File: config.mk
export PLATFORM = sky130hd
export DESIGN_NAME = score_calculator_multi
export DESIGN_NICKNAME = d
export VERILOG_FILES = /design/src/rtl/score_calculator_multi.sv
export SDC_FILE = /design/constraint.sdc
export NUM_CORES = 1
export LEC_CHECK = 0
export CAP_MARGIN = 20
export CORE_MARGIN = 10
export CORE_UTILIZATION = 40
export CTS_CLUSTER_SIZE = 40
export DETAILED_ROUTE_END_ITERATION = 16
export GPL_TIMING_DRIVEN = 0
export PLACE_DENSITY = 0.63
export RECOVER_POWER = 50
export SYNTH_ARGS = -nofsm -noshare
export SYNTH_HDL_FRONTEND = slang
export SYNTH_SLANG_ARGS = --single-unit
File: constraint.sdc
create_clock -name clock100m -period 15.3 [get_ports clock100m]
set_input_delay 3.06 -clock clock100m [delete_from_list [all_inputs] [get_ports clock100m]]
set_output_delay 3.06 -clock clock100m [all_outputs]
set_load 0.05 [all_outputs]
File: src/rtl/score_calculator_multi.sv
// score_calculator_multi: multi-lane reaction-game scorer with decaying lane points,
// a shared combo multiplier, a saturating score and a saturating miss tally.
module score_calculator_multi #(
    parameter int LANES     = 4,
    parameter int PAT_W     = 8,
    parameter int PT_W      = 4,
    parameter int MAX_PT    = 10,
    parameter int DECAY_DIV = 1,
    parameter int COMBO_W   = 4,
    parameter int COMBO_MAX = 3,
    parameter int SCORE_W   = 11,
    parameter int MISS_W    = 8
) (
    input  logic                   clock100m,
    input  logic                   reset_n,
    input  logic                   clear,
    input  logic [LANES-1:0]       write100m,
    input  logic [LANES*PAT_W-1:0] pattern,
    input  logic [LANES*PAT_W-1:0] user_input,
    output logic [SCORE_W-1:0]     score_out,
    output logic [LANES*PAT_W-1:0] pattern_out,
    output logic [COMBO_W-1:0]     combo_out,
    output logic [MISS_W-1:0]      miss_count,
    output logic [LANES-1:0]       hit_pulse,
    output logic                   saturated
);
    localparam int PS_W = DECAY_DIV > 1 ? $clog2(DECAY_DIV) : 1;
    localparam int CW   = $clog2(LANES + 1);
    localparam int SW   = SCORE_W + 2;
    localparam int CB   = COMBO_W + CW;
    localparam int MB   = MISS_W + CW;

    typedef enum logic {IDLE, ARMED} state_e;

    state_e                      state_q [LANES];
    state_e                      state_d [LANES];
    logic [LANES-1:0][PAT_W-1:0] pat_q, pat_d;
    logic [LANES-1:0][PT_W-1:0]  pts_q, pts_d;
    logic [PS_W-1:0]             ps_q, ps_d;
    logic [SCORE_W-1:0]          score_q, score_d;
    logic [COMBO_W-1:0]          combo_q, combo_d;
    logic [MISS_W-1:0]           miss_q, miss_d;
    logic [LANES-1:0]            hit, miss, hit_q;
    logic                        sat_q, clip, tick;
    logic [SW-1:0]               mult, sum, total;
    logic [CW-1:0]               n_hit, n_miss;
    logic [CB-1:0]               combo_sum;
    logic [MB-1:0]               miss_sum;

    assign tick = ps_q == PS_W'(DECAY_DIV - 1);
    assign ps_d = tick ? '0 : ps_q + PS_W'(1);

    // Per-lane priority: hit, wrong input, rearm, decay/timeout.
    always_comb begin
        hit = '0;
        miss = '0;
        pat_d = pat_q;
        pts_d = pts_q;
        for (int i = 0; i < LANES; i++) begin
            state_d[i] = state_q[i];
            if (state_q[i] == ARMED && write100m[i]) begin
                if (user_input[i*PAT_W +: PAT_W] == pat_q[i]) begin
                    hit[i] = 1'b1;
                    state_d[i] = IDLE;
                    pat_d[i] = '0;
                    pts_d[i] = '0;
                end else begin
                    miss[i] = 1'b1;
                end
            end else if (pattern[i*PAT_W +: PAT_W] != '0) begin
                miss[i] = state_q[i] == ARMED;
                state_d[i] = ARMED;
                pat_d[i] = pattern[i*PAT_W +: PAT_W];
                pts_d[i] = PT_W'(MAX_PT);
            end else if (state_q[i] == ARMED && tick) begin
                if (pts_q[i] != '0) begin
                    pts_d[i] = pts_q[i] - PT_W'(1);
                end else begin
                    miss[i] = 1'b1;
                    state_d[i] = IDLE;
                    pat_d[i] = '0;
                end
            end
        end
    end

    // Every hitting lane uses the multiplier from the start-of-cycle combo.
    always_comb begin
        mult = SW'(1) + ((SW'(combo_q) > SW'(COMBO_MAX)) ? SW'(COMBO_MAX) : SW'(combo_q));
        sum = '0;
        n_hit = '0;
        n_miss = '0;
        for (int i = 0; i < LANES; i++) begin
            if (hit[i]) sum = sum + SW'(pts_q[i]) * mult;
            n_hit = n_hit + CW'(hit[i]);
            n_miss = n_miss + CW'(miss[i]);
        end
        total = SW'(score_q) + sum;
        clip = total > SW'({SCORE_W{1'b1}});
        score_d = clip ? '1 : total[SCORE_W-1:0];
        combo_sum = CB'(combo_q) + CB'(n_hit);
        combo_d = n_miss != '0 ? '0 : (combo_sum > CB'({COMBO_W{1'b1}}) ? '1 : combo_sum[COMBO_W-1:0]);
        miss_sum = MB'(miss_q) + MB'(n_miss);
        miss_d = miss_sum > MB'({MISS_W{1'b1}}) ? '1 : miss_sum[MISS_W-1:0];
    end

    always_ff @(posedge clock100m or negedge reset_n) begin
        if (!reset_n) begin
            for (int i = 0; i < LANES; i++) state_q[i] <= IDLE;
            pat_q <= '0;
            pts_q <= '0;
            ps_q <= '0;
            score_q <= '0;
            combo_q <= '0;
            miss_q <= '0;
            hit_q <= '0;
            sat_q <= 1'b0;
        end else begin
            for (int i = 0; i < LANES; i++) state_q[i] <= clear ? IDLE : state_d[i];
            pat_q <= clear ? '0 : pat_d;
            pts_q <= clear ? '0 : pts_d;
            ps_q <= clear ? '0 : ps_d;
            score_q <= clear ? '0 : score_d;
            combo_q <= clear ? '0 : combo_d;
            miss_q <= clear ? '0 : miss_d;
            hit_q <= clear ? '0 : hit;
            sat_q <= !clear && (sat_q || clip);
        end
    end

    assign score_out = score_q;
    assign pattern_out = pat_q;
    assign combo_out = combo_q;
    assign miss_count = miss_q;
    assign hit_pulse = hit_q;
    assign saturated = sat_q;
endmodule
==> insert_results.sql, run 1 <==
INSERT INTO impl_metrics (metric_group, metric, value, unit) VALUES
('run_status', 'run_status', 'finished with violations', ''),
('run_status', 'violated_checks', 'max-capacitance violations, max-slew violations', ''),
('drt', 'drt_iter0_drc', '387', ''),
('critical_path', 'crit_path_top_delay_cell', 'fa_1', ''),
('global_route', 'grt_pass1_wl', '35.1', 'mm'),
('placement', 'io_buffer_count', '129', ''),
('job', 'cap_violations', '1', ''),
('placement', 'post_dp_cell_area', '0.00989', 'mm^2'),
('timing', 'post-route-min-period', '11830', 'ps'),
('clocking', 'gates_resized_cts_repair', '0', ''),
('clocking', 'cts.sink_count', '80', ''),
('synth', 'dominantRegCellSynth', 'dfrtp_1', ''),
('drt', 'post-route-drc-count', '0', ''),
('timing', 'final.setup_skew', '5.54', 'ps'),
('min_path', 'hold_path_startpoint', 'pattern_out[29]', ''),
('pwr', 'p_per_area', '66.9', 'mW/mm^2'),
('placement', 'gp_congestion', '0.841', ''),
('clocking', 'clockBufferDepth', '2', ''),
('timing', 'slew_at_the_pin_closest_to_its_max_slew_limit', '3130', 'ps'),
('final_layout', 'final_design_instance_area_without_fill', '0.0102', 'mm^2'),
('clocking', 'post-cts-setup-buffers', '0', ''),
('critical_path', 'timing.critical_path.arrival', '12020', 'ps'),
('synth', 'synth-seq-area-share', '24.6', '%'),
('synth', 'synth.yosys.warnings', '0', ''),
('synth', 'synth_top_cells_by_area', 'dfrtp_1, ha_1, fa_1', ''),
('critical_path', 'timing.critical_path.required', '15500', 'ps'),
('timing', 'whs', '539', 'ps'),
('pwr', 'cellLeakagePower', '4.99', 'nW'),
('critical_path', 'timing.setup.critical_path_class', 'register to register', ''),
('global_route', 'number_of_antenna_violations_at_the_first_check_in_global_routing', '0', ''),
('clocking', 'ctsHtreeMaxLevel', '3', ''),
('drt', 'num_vias', '6980', ''),
('drt', 'postRouteAntennaNets', '0', ''),
('final_layout', 'final_common_cell', 'clkdlybuf4s50_1', ''),
('global_route', 'grt.overflow.total', '0', ''),
('synth', 'yosys.cell_types.count', '69', ''),
('critical_path', 'crit_path_max_incr_delay', '520', 'ps'),
('placement', 'hpwlAfterDp', '16.7', 'mm'),
('synth', 'register_bit_total_from_synthesis', '80', ''),
('clocking', 'clock_latency_late_sink', '350', 'ps'),
('min_path', 'hold_class', 'register to register', ''),
('timing', 'finalSetupTns', '0', 'ps'),
('floorplanning', 'die-width', '163', 'um'),
('floorplanning', 'io_pins', '131', ''),
('timing', 'finalMaxSlewViolations', '58', ''),
('final_layout', 'area_delta_synth_final', '25.6', '%'),
('synth', 'synthCells', '901', ''),
('clocking', 'tritoncts', 'yes', ''),
('critical_path', 'critical_path.reg2reg.startpoint', 'combo_out[2]', ''),
('critical_path', 'start_kind', 'register', ''),
('global_route', 'first_global_vias', '7234', ''),
('global_route', 'grt_start_max_net_pins', '58', ''),
('global_route', 'groute.usage.overall', '16.0', '%'),
('critical_path', 'path_max_fanout', '10', ''),
('timing', 'finalSetupViolations', '0', ''),
('synth', 'syn-mean-instance-area', '9.02', 'um^2'),
('clocking', 'clock_buffers_created_by_tritoncts', '9', ''),
('floorplanning', 'die-height', '163', 'um'),
('timing', 'timing.slew.headroom', '-108', '%'),
('clocking', 'clock-root-buffer', 'clkbuf_16', ''),
('floorplanning', 'initial_util', '40.4', '%'),
('drt', 'drt-total-wl', '20.6', 'mm'),
('timing', 'finalHoldViolations', '0', ''),
('drt', 'routed_via_density', '5.17', ''),
('drt', 'post_drt_wl_per_cell', '15.3', 'um'),
('floorplanning', 'core-area', '0.0201', 'mm^2'),
('synth', 'netlist.area_leader.share', '24.6', '%'),
('final_layout', 'final_layout_size_suffix_gt1_share', '4.36', '%'),
('timing', 'rsz_0062_raised_after_global_routing', 'no', ''),
('critical_path', 'critical_path.most_common_cell', 'ha_1', ''),
('critical_path', 'worst_path_top_cell_family_by_delay', 'adder cells', '');
-- metrics by stage --
step | instances | utilization, % | total power (W) | setup WS (ps)
floorplan | 931 | - | 0.000377 | 4540
global placement | 1330 | 49.1 | 0.000443 | 2820
detailed placement | 1331 | 49.2 | 0.000447 | 2870
CTS | 1347 | 50.8 | 0.000692 | 2830
global route | 1349 | 50.8 | 0.000725 | 2550
finish | 1349 | 50.8 | 0.000683 | 3470
-- registers in the layout, indices dropped and copies added, names as in the netlist --
signal / cells
hit_pulse: 4
combo_out: 4
pattern_out: 32
saturated: 1
pts_q: 16
miss_count: 8
state_q: 4
score_out: 11
-- metal layers --
| layer | part of all wire (%) | track usage [%] | wire length (um) |
|---|---|---|---|
| met1 | 47 | 20.6 | 9620 |
| met2 | 46 | 25.7 | 9510 |
| met3 | 6.0 | 4.68 | 1230 |
| met4 | 1.2 | 3.85 | 244 |
| met5 | 0 | 0 | 0 |
-- power breakdown --
group          internal, W  switching, W
registers         0.000224     0.0000142
clock network     0.000145     0.0000968
logic            0.0000866      0.000116
-- cells in the mapped netlist, types with 14 or more instances --
cell      n
xnor2_1  33
fa_1     46
xor2_1   34
o21ai_0  50
inv_1    85
nand2_1  71
a31oi_1  14
dfrtp_1  80
a22o_1   35
and2_1   32
a21oi_1  52
a21o_1   16
nor2_1   71
ha_1     95
-- layout make-up --
class,count,area [um^2]
Multi-Input combinational cell,747,5830
Buffer,15,65.1
Tap cell,270,338
Clock buffer,9,225
Inverter,89,337
Clock inverter,7,103
Fill cell,1865,9900
Timing Repair Buffer,132,1300
Sequential cell,80,2000
-- cells by family after synthesis --
kind of cell | Yosys count | synth area share (%)
simple gates | 263 | 16.4
compound gates | 231 | 19.0
fa+ha+maj | 141 | 26.0
buf+inv | 104 | 4.94
flops | 80 | 24.6
xor+xnor | 67 | 7.22
mux | 13 | 1.80
other cells | 2 | 0.0924
-- final timing paths --
check / slack, ps / end / depth (start not counted)
hold / removal: 540 / pattern_out[29] / 1
setup / recovery: 3470 / score_out[10] / 42
min in group asynchronous: 2990 / pattern_out[3] / 1
hold reg to reg: 540 / pattern_out[29] / 1
max in group asynchronous: 8720 / score_out[3] / 2
setup reg to reg: 3470 / score_out[10] / 42
No activity file was read; power rests on OpenSTA's default activity.
==> run 2, diff against run 1 <==
--- a/config.mk
+++ b/config.mk
@@ -11,7 +11,7 @@
 export CTS_CLUSTER_SIZE = 40
 export DETAILED_ROUTE_END_ITERATION = 16
 export GPL_TIMING_DRIVEN = 0
-export PLACE_DENSITY = 0.63
+export PLACE_DENSITY = 0.65
 export RECOVER_POWER = 50
 export SYNTH_ARGS = -nofsm -noshare
 export SYNTH_HDL_FRONTEND = slang
==> constraint.sdc (replaced) <==
create_clock -name clock100m -period 9.5 [get_ports clock100m]
set_input_delay 1.9 -clock clock100m [delete_from_list [all_inputs] [get_ports clock100m]]
set_output_delay 1.9 -clock clock100m [all_outputs]
set_load 0.05 [all_outputs]
==> run 2 against run 1 <==
Compared with the run above:
- sequential cell count stayed put
- first-iteration DRC count fell by 12%
- die area unchanged
- highest routed layer unchanged
- via count is 1.1% higher
- final area is 5.0% higher
- register-to-register slack got worse by 3200 ps
- the flow still finishes with violations (max-capacitance violations, max-slew violations)
- utilization rose by 2.5 points
- critical path depth shrank 8
- largest cell class unchanged
- largest power group is now registers
- sequential power grew 61%
- wire length increased by 2.6%
- total power grew 55%
==> insert_results.sql, run 2 (synthesis gave the netlist of run 1 again) <==
INSERT INTO impl_metrics (metric_group, metric, value, unit) VALUES
('final_layout', 'mostFrequentLayoutCells', 'clkdlybuf4s50_1, inv_1, ha_1', ''),
('critical_path', 'crit_path_top_delay_cell', 'fa_1', ''),
('placement', 'hpwlAfterDp', '16.6', 'mm'),
('drt', 'num_vias', '7056', ''),
('pwr', 'clockPowerShare', '30.6', '%'),
('critical_path', 'timing.critical_path.arrival', '9480', 'ps'),
('global_route', 'grt_start_max_net_pins', '68', ''),
('critical_path', 'start_kind', 'input pin', ''),
('job', 'cap_violations', '1', ''),
('drt', 'routed_via_density', '5.11', ''),
('drt', 'number_of_optimization_iterations_in_the_first_detailed_route_pass', '4', ''),
('final_layout', 'final_common_cell', 'clkdlybuf4s50_1', ''),
('timing', 'layout_setup_ws', '224', 'ps'),
('floorplanning', 'initial_util', '40.4', '%'),
('timing', 'timing.slew.headroom', '-148', '%'),
('run_status', 'violated_checks', 'max-capacitance violations, max-slew violations', ''),
('min_path', 'hold_class', 'register to register', ''),
('drt', 'postRouteAntennaNets', '0', ''),
('clocking', 'clockBufferDepth', '2', ''),
('run_status', 'run_status', 'finished with violations', ''),
('final_layout', 'final_layout_size_suffix_gt1_share', '11.4', '%'),
('final_layout', 'design.final.nets', '1318', ''),
('pwr', 'p_seq_share', '36.3', '%'),
('timing', 'finalSetupViolations', '0', ''),
('global_route', 'met1_track_demand_over_resource_in_global_routing', '20.3', '%'),
('pwr', 'internal_power', '0.000694', 'W'),
('final_layout', 'antennaDiodeCount', '0', ''),
('timing', 'rsz_0062_raised_after_global_routing', 'yes', ''),
('pwr', 'cellLeakagePower', '5.11', 'nW'),
('final_layout', 'final_design_instance_area_without_fill', '0.0107', 'mm^2'),
('floorplanning', 'die_area', '0.0264', 'mm^2'),
('clocking', 'clk_pin_slew_worst_paths', '60', 'ps'),
('critical_path', 'path_max_fanout', '6', ''),
('global_route', 'grt_pass1_wl', '35.0', 'mm'),
('timing', 'finalSetupTns', '0', 'ps'),
('final_layout', 'fillers', '1831', ''),
('clocking', 'holdBufCountCts', '0', ''),
('drt', 'post_drt_wl_per_cell', '15.3', 'um'),
('pwr', 'p_switching', '0.000366', 'W'),
('global_route', 'groute.usage.overall', '16.0', '%'),
('pwr', 'p_per_area', '98.9', 'mW/mm^2'),
('critical_path', 'timing.critical_path.required', '9700', 'ps'),
('timing', 'final.setup_skew', '6.37', 'ps'),
('timing', 'finalHoldViolations', '0', ''),
('pwr', 'combinationalPowerShare', '33.0', '%'),
('timing', 'slew_at_the_pin_closest_to_its_max_slew_limit', '3710', 'ps'),
('critical_path', 'crit_path_max_incr_delay', '500', 'ps'),
('clocking', 'clock-root-buffer', 'clkbuf_16', ''),
('global_route', 'grt.overflow.total', '0', ''),
('drt', 'drt_iter0_drc', '340', ''),
('critical_path', 'crit_path_end_kind', 'register', ''),
('placement', 'post_dp_cell_area', '0.00996', 'mm^2'),
('global_route', 'grt-busiest-layer', 'met2', ''),
('clocking', 'clock_buffers_created_by_tritoncts', '9', ''),
('pwr', 'sw_frac_of_total', '34.5', '%'),
('floorplanning', 'die-height', '163', 'um'),
('global_route', 'first_global_vias', '7254', ''),
('placement', 'dp_slack', '-1390', 'ps'),
('floorplanning', 'die-width', '163', 'um'),
('placement', 'io_buffer_count', '129', ''),
('timing', 'whs', '548', 'ps'),
('drt', 'drt-total-wl', '21.1', 'mm'),
('clocking', 'ctsHtreeMaxLevel', '3', ''),
('placement', 'gp_congestion', '0.833', ''),
('critical_path', 'timing.setup.critical_path_class', 'input pin to register', ''),
('final_layout', 'post-route-util', '53.3', '%'),
('floorplanning', 'core_rows', '52', ''),
('timing', 'max_clock_freq', '108', 'MHz'),
('drt', 'post-route-drc-count', '0', ''),
('final_layout', 'largest_register_ffs', '32', ''),
('clocking', 'cts.sink_count', '80', ''),
('pwr', 'vdd.ir_drop.worst', '0.142', 'mV'),
('timing', 'post-route-min-period', '9280', 'ps'),
('floorplanning', 'io_pins', '131', ''),
('clocking', 'tritoncts', 'yes', ''),
('timing', 'fin_crit_sh', '97.6', '%'),
('floorplanning', 'core-area', '0.0201', 'mm^2'),
('timing', 'finalMaxSlewViolations', '68', ''),
('global_route', 'grt.met2_usage', '26.5', '%'),
('global_route', 'number_of_antenna_violations_at_the_first_check_in_global_routing', '0', ''),
('global_route', 'global_route.usage.met3', '4.52', '%'),
('final_layout', 'area_delta_synth_final', '31.9', '%'),
('clocking', 'clock_latency_late_sink', '350', 'ps');
run 2: cell types whose count changed in the layout (fill, tap and decap cells not counted), moves of 4 or more:
cell	before	now
buf_4	0	31
dlygate4sd3_1	27	0
clkdlybuf4s50_1	101	127
ha_1	95	83
ha_4	0	8
o21ai_0	50	42
a21oi_1	52	47
o21ai_2	0	5
a21oi_2	0	4
ha_2	0	4
nand2_1	71	67
run 2: final timing paths:
check / start / to / slack (ps) / depth (start not counted)
worst max-delay path: user_input[2] / score_out[0] / 220 / 34
min in group asynchronous: reset_n / score_out[9] / 1590 / 1
worst min-delay path: pattern_out[30] / pattern_out[30] / 550 / 1
worst max register to register: combo_out[3] / score_out[0] / 250 / 39
max in group asynchronous: reset_n / combo_out[3] / 3660 / 2
worst min register to register: pattern_out[30] / pattern_out[30] / 550 / 1
run 2: final cells by class:
cell class / instances / area (um^2) / area share, %
Multi-Input combinational cell: 747 / 6100 / 57.0
Sequential cell: 80 / 2010 / 18.7
Timing Repair Buffer: 166 / 1580 / 14.8
Inverter: 89 / 342 / 3.19
Tap cell: 270 / 338 / 3.15
Clock buffer: 10 / 229 / 2.14
Buffer: 13 / 78.8 / 0.736
Clock inverter: 5 / 35.0 / 0.327
run 2: what timing repair did:
item | 4_1_cts | 5_1_grt
endpoints found under the setup margin | 12 | 12
cloned | 1 | 0
setup buffers | 22 | 12
pin swaps | 23 | 14
resized for setup | 21 | 33
run 2: per-layer routing:
layer	share of wire, %	up-vias
met5	0	-
met4	0.95	0
met3	5.6	13
met2	47	134
met1	46	3355
li1	-	3554
run 2: power groups by stage:
stage	sequential (W)	clock [W]	combinational [W]
floorplan	0.000440	0	0.000169
global placement	0.000390	0	0.000325
detailed placement	0.000390	0	0.000333
finish	0.000385	0.000324	0.000350
CTS	0.000385	0.000336	0.000342
global route	0.000388	0.000348	0.000391
run 2: worst max-delay path: cells and delay by family:
kind	cells	cell delay (ps)
xor+xnor	2	250
compound gates	14	2780
buf+inv	5	920
simple gates	6	1110
fa+ha+maj	7	2510
run 2: metrics by stage:
stage               power (W)  cells
floorplan            0.000609    931
global placement     0.000715   1330
detailed placement   0.000722   1331
CTS                   0.00106   1367
global route          0.00113   1380
finish                0.00106   1380
